## config.mk

```make
export PLATFORM = sky130hd
export DESIGN_NAME = grain_keystream
export DESIGN_NICKNAME = d
export VERILOG_FILES = /design/src/rtl/grain_pkg.sv /design/src/rtl/grain_filter.sv /design/src/rtl/grain_keystream.sv
export SDC_FILE = /design/constraint.sdc
export NUM_CORES = 1
export LEC_CHECK = 0
export CORE_ASPECT_RATIO = 1.1
export CORE_MARGIN = 5
export CORE_UTILIZATION = 34
export CTS_CLUSTER_DIAMETER = 200
export DETAILED_ROUTE_END_ITERATION = 16
export PLACE_DENSITY = 0.67
export SYNTH_ARGS = -nofsm -noshare
export SYNTH_HDL_FRONTEND = slang
export SYNTH_HIERARCHICAL = 1
export SYNTH_SLANG_ARGS = --single-unit
```

## constraint.sdc

```tcl
create_clock -name Clk -period 2 [get_ports Clk]
set_input_delay 0.4 -clock Clk [delete_from_list [all_inputs] [get_ports Clk]]
set_output_delay 0.4 -clock Clk [all_outputs]
set_load 0.005 [all_outputs]
```

## src/rtl/grain_pkg.sv

```systemverilog
// Shared widths, tap positions and feedback/filter functions for the Grain-style
// keystream core. Taps are fixed; the optional init-feedback path is selected
// in the top by macro GRAIN_INIT_FEEDBACK_EN.
package grain_pkg;

    localparam int LFSR_W = 80;
    localparam int NFSR_W = 24;
    localparam int LOAD_W = LFSR_W + NFSR_W;

    // LFSR feedback taps (indices into L)
    localparam int LFB_T0 = 0;
    localparam int LFB_T1 = 13;
    localparam int LFB_T2 = 23;
    localparam int LFB_T3 = 38;
    localparam int LFB_T4 = 51;
    localparam int LFB_T5 = 62;

    // NFSR feedback taps: linear terms, one 2-input and one 3-input product
    localparam int NFB_L0  = 0;
    localparam int NFB_N0  = 0;
    localparam int NFB_N1  = 5;
    localparam int NFB_N2  = 9;
    localparam int NFB_A0  = 3;
    localparam int NFB_A1  = 14;
    localparam int NFB_B0  = 7;
    localparam int NFB_B1  = 18;
    localparam int NFB_B2  = 21;

    // Filter taps
    localparam int F_N1  = 1;
    localparam int F_L0  = 3;
    localparam int F_L1  = 25;
    localparam int F_LA  = 45;
    localparam int F_NA  = 10;
    localparam int F_LB  = 63;
    localparam int F_NB  = 20;

    function automatic logic lfsr_fb(input logic [LFSR_W-1:0] l);
        return l[LFB_T0] ^ l[LFB_T1] ^ l[LFB_T2] ^ l[LFB_T3] ^ l[LFB_T4] ^ l[LFB_T5];
    endfunction

    function automatic logic nfsr_fb(input logic [LFSR_W-1:0] l, input logic [NFSR_W-1:0] n);
        return l[NFB_L0] ^ n[NFB_N0] ^ n[NFB_N1] ^ n[NFB_N2]
             ^ (n[NFB_A0] & n[NFB_A1])
             ^ (n[NFB_B0] & n[NFB_B1] & n[NFB_B2]);
    endfunction

    function automatic logic filter_f(input logic [LFSR_W-1:0] l, input logic [NFSR_W-1:0] n);
        return n[F_N1] ^ l[F_L0] ^ l[F_L1] ^ (l[F_LA] & n[F_NA]) ^ (l[F_LB] & n[F_NB]);
    endfunction

endpackage

```

## src/rtl/grain_filter.sv

```systemverilog
// Combinational nonlinear filter: keystream bit from current LFSR/NFSR state.
module grain_filter
    import grain_pkg::*;
(
    input  logic [LFSR_W-1:0] i_lin,
    input  logic [NFSR_W-1:0] i_nonlin,
    output logic              o_f
);

    // Filter output follows state with no register stage
    always_comb begin
        o_f = filter_f(i_lin, i_nonlin);
    end

endmodule

```

## src/rtl/grain_keystream.sv

```systemverilog
// Grain-style keystream core: 80-bit LFSR + 24-bit NFSR, parallel load,
// one step per enabled cycle, combinational keystream bit f.
// Optional macro GRAIN_INIT_FEEDBACK_EN adds init_mode, which folds f back
// into both feedbacks (initialisation rounds).
module grain_keystream
    import grain_pkg::*;
(
    input  logic              Clk,
    input  logic              rst,
    input  logic              Par_Load,
    input  logic              shift_en,
    input  logic [LOAD_W-1:0] Par_In,
`ifdef GRAIN_INIT_FEEDBACK_EN
    input  logic              init_mode,
`endif
    output logic              f,
    output logic [LFSR_W-1:0] Linear,
    output logic [NFSR_W-1:0] NonLinear
);

    logic [LFSR_W-1:0] r_lin;
    logic [NFSR_W-1:0] r_nonlin;
    logic              w_f;
    logic              w_lfb;
    logic              w_nfb;
    logic              w_inj;

    grain_filter u_filter (
        .i_lin    (r_lin),
        .i_nonlin (r_nonlin),
        .o_f      (w_f)
    );

    // Feedback bits from pre-edge state, optionally with f injected
    always_comb begin
`ifdef GRAIN_INIT_FEEDBACK_EN
        w_inj = init_mode & w_f;
`else
        w_inj = 1'b0;
`endif
        w_lfb = lfsr_fb(r_lin) ^ w_inj;
        w_nfb = nfsr_fb(r_lin, r_nonlin) ^ w_inj;
    end

    // State update: reset > load > shift > hold; all-zero is a legal fixed point
    always_ff @(posedge Clk) begin
        if (rst) begin
            r_lin    <= '0;
            r_nonlin <= '0;
        end else if (Par_Load) begin
            r_lin    <= Par_In[LFSR_W-1:0];
            r_nonlin <= Par_In[LOAD_W-1:LFSR_W];
        end else if (shift_en) begin
            r_lin    <= {w_lfb, r_lin[LFSR_W-1:1]};
            r_nonlin <= {w_nfb, r_nonlin[NFSR_W-1:1]};
        end
    end

    // Drive outputs straight from state
    always_comb begin
        f         = w_f;
        Linear    = r_lin;
        NonLinear = r_nonlin;
    end

endmodule

```

# After elaboration in Yosys (flattened, before gate mapping)
# Index checks and enable logic that the tools add are counted.
# word_totals
wordCells	26
output_inout_bits	105
inputBits	108
register_bits	104
# classes
mux	4
bitwise_logic	19
n_reduce_logical	1
# op_table
op	n
two-way mux 80 bit	2
two-way mux 24 bit	2
bitwise XOR 1 bit	14
AND 1 bit	5
nonzero test 2 bit	1

# Longest topological paths before layout
# logic_depth
word_depth	7
depth_mapped	7
ltp_nobuf	4

# Hierarchy
# The synthesis kept the hierarchy.
# modules_own_cells
mod	seq_area_each_um2	area_per_inst_um2	cells_per_inst	instances
grain_keystream	2082.0	4783.3	578	1
grain_filter	0.0	42.5	6	1

# Worst setup path after synthesis
# OpenSTA, ideal clock, no wires.
# synth_path
path_kind	input-to-reg
startpoint	input shift_en
endpoint	register r_lin[37] (netlist: Linear[37])
arrival_time_ps	1165
setup_time_ps	128
slack_ps	707
path_stages	7
n_path_buf	3
required_time_ps	1872
path_cell_list	buf_6 -> buf_6 -> buf_6 -> mux2i_1 -> nor2_1 -> a21oi_1 -> nor2_1
# synth_between
elab_chain_cells	1
# synth_lines
item	line	rtl
start, declared	grain_keystream.sv:11	input logic shift_en,
nonzero test 2 bit (no line)	--	
end signal, assigned	grain_keystream.sv:51	r_lin <= Par_In[LFSR_W-1:0];
end signal, assigned	grain_keystream.sv:54	r_lin <= {w_lfb, r_lin[LFSR_W-1:1]};
end, declared	grain_keystream.sv:21	logic [LFSR_W-1:0] r_lin;
# No other way between the ends.
# A chain may end at the register's enable or synchronous reset.

# Worst setup path after layout
# layout_path
startpoint	register r_nonlin[1] (netlist: NonLinear[1])
endpoint	output f
# layout_between
elab_chain_cells	4
# layout_lines
item	line	rtl
start, declared	grain_keystream.sv:22	logic [NFSR_W-1:0] r_nonlin;
start signal, assigned	grain_keystream.sv:52	r_nonlin <= Par_In[LOAD_W-1:LFSR_W];
start signal, assigned	grain_keystream.sv:55	r_nonlin <= {w_nfb, r_nonlin[NFSR_W-1:1]};
bitwise XOR 1 bit (4 in series)	grain_pkg.sv:49	return n[F_N1] ^ l[F_L0] ^ l[F_L1] ^ (l[F_LA] & n[F_NA]) ^ (l[F_LB] & n[F_NB]);
end, declared	grain_keystream.sv:16	output logic f,
# No other way between the ends.

==> results.toml <==
[finish]
final_cells = 971
layout_commonest_cell = "clkdlybuf4s50_1"
layout_common_cells = "clkdlybuf4s50_1, nor2_1, dfxtp_1"
nets = 885
area_growth_syn_to_layout_pct = 54.1
drive_gt1_frac = 0.0460

[pwr]
leakagePower_nw = 3.06
ir_drop_uv = 416
cellPowerDensity_nw_per_um2 = 689

[clock_network]
cts_tree = "done"
cts_sinks = 104
cts_buffers = 9
h-tree-depth = 3
clkLatencyLatePin_ns = 0.34
ctsHoldBuffers = 0
clk_root_buffer_cell = "clkbuf_16"
path_clk_slew_ns = 0.07
cts_buffer_depth = 2

[sta]
max_freq_mhz = 538
rsz0062_at_grt = "no"
hold_viol_final = 0
setup_tns_ns = 0
finClkSkew_ns = 0.00476
maxSlewViolCount = 0
fin_crit_sh = 0.929
tightest_slew_ns = 0.449
slew_headroom = 0.701
finalSetupViolCount = 0
fin_crit_ns = 1.86

[yosys]
synth.ff_latch_count = 104
synthesis.nets = 692
syn_area_per_cell_um2 = 8.26
yosysUniqueCellTypes = 18
ys_seq_area_frac = 0.431
synth_warnings = 6
syn-instance-count = 584
netlist_area_um2 = 4830

[setup_path]
critPathLaunch = "NonLinear[1]$_SDFFE_PP0P_"
cp_max_fo = 2
arrival_ns = 1.46
end_kind = "output port"
cp.required_ns = 1.60
cp-start-kind = "flop"
path_class = "reg -> out"
regToRegStartpoint = "Linear[23]$_SDFFE_PP0P_"

[global_route]
gr-total-overflow = 0
antenna_found_initial = 1
grt_pass1_wl_mm = 22.5
grt_max_degree = 55
grt_pass1_vias = 4454
grt_usage = 0.168

[drt]
wl_per_cell_um = 15.1
finalWirelength_mm = 14.6
drt_pass1_iterations = 5
vias = 4599
drtIter0Drc = 168
detail-route-antenna-nets = 0
vias_per_cell = 4.74
drc = 0

[worst_hold_path]
min-delay-start = "rst"
hp-class = "in -> reg"

[run]
cap_violations = 0

[floorplanning]
initial_core_util = 0.348
io_pins = 213
die_h_um = 135
dieArea_um2 = 16700
fp.dieW_um = 124
fp.coreArea_um2 = 13900
num_rows = 45

[status]
outcome = "finished, final reports clean"

[place]
numPortBuffers = 212
dpl.hpwl_mm = 10.9
dpl.cell_count = 954
gp_congestion = 0.846
## metal layers
layer / up-vias / GRT usage / routed length (µm)
li1: 2337 / - / -
met4: 0 / 0.0603 / 294
met3: 22 / 0.0452 / 974
met1: 2109 / 0.199 / 6130
met2: 131 / 0.288 / 7240
met5: - / 0 / 0
## Yosys cell counts
library cell,number,area [µm²]
nor2_1,204,766
xnor2_1,12,105
o221ai_1,1,8.76
nand2_1,4,15.0
buf_2,8,40.0
or4b_1,1,10.0
nand3_1,1,5.00
or3b_1,1,8.76
a21oi_1,103,515
nor3b_1,1,7.51
dfxtp_1,104,2080
buf_1,5,18.8
buf_4,5,37.5
xor2_1,2,17.5
clkbuf_1,22,82.6
buf_6,7,78.8
mux2i_1,102,1020
o22ai_1,1,6.26
## repair_timing
action | CTS | global route
setup endpoints to repair | 1 | 0
setup buffers | 0 | 0
gates resized for setup | 1 | 0
## final timing paths
kind / cells past startpoint / endpoint / slack, ns
max reg2reg: 4 / Linear[79]$_SDFFE_PP0P_ / 0.78
min: 2 / NonLinear[4]$_SDFFE_PP0P_ / 0.48
min reg2reg: 4 / Linear[34]$_SDFFE_PP0P_ / 0.64
max: 4 / f / 0.14
## where the power goes
group | internal, W | switching [W]
clock | 0.00103 | 0.000765
sequential | 0.00219 | 0.000108
combinational | 0.000618 | 0.000404
## per-stage QoR
stage | hold slack, ns | total power [W] | area [µm²] | utilization | setup slack (ns)
detailed placement | 0.629 | 0.00338 | 7130 | 0.515 | 0.230
global placement | 0.612 | 0.00336 | 7130 | 0.515 | 0.234
global route | 0.489 | 0.00538 | 7440 | 0.537 | 0.0425
CTS | 0.467 | 0.00520 | 7430 | 0.537 | 0.128
floorplan | 0.539 | 0.00280 | 4830 | - | 0.707
finish | 0.480 | 0.00513 | 7440 | 0.537 | 0.142
## final cells by class
| cell class | instances | area (µm²) |
|---|---|---|
| multi-input combinational | 433 | 2490 |
| timing repair buffer | 229 | 2320 |
| antenna | 1 | 2.50 |
| fill | 1340 | 6410 |
| tap | 188 | 235 |
| clock buffer | 11 | 253 |
| clock inverter | 5 | 55.1 |
| sequential | 104 | 2080 |
## worst max-delay path: stages (launching register included)
cell           delay [ns]
dfxtp_1              0.35
xor2_1               0.19
xnor2_1              0.16
xnor2_1              0.14
dlygate4sd2_1        0.28
## sequential cells by signal, indices dropped and copies added, names as in the netlist
signal	flops
NonLinear	24
Linear	80
## kinds of logic (layout without fill, tap and decap cells)
group / after synthesis / in the layout / share of synthesized area
mux: 102 / 102 / 0.212
simple gates: 212 / 212 / 0.168
compound gates: 105 / 105 / 0.110
xor+xnor: 14 / 14 / 0.0254
flops: 104 / 104 / 0.431
buf+inv: 47 / 245 / 0.0534
other cells: 0 / 1 / 0
No activity file was read; power rests on OpenSTA's default activity.
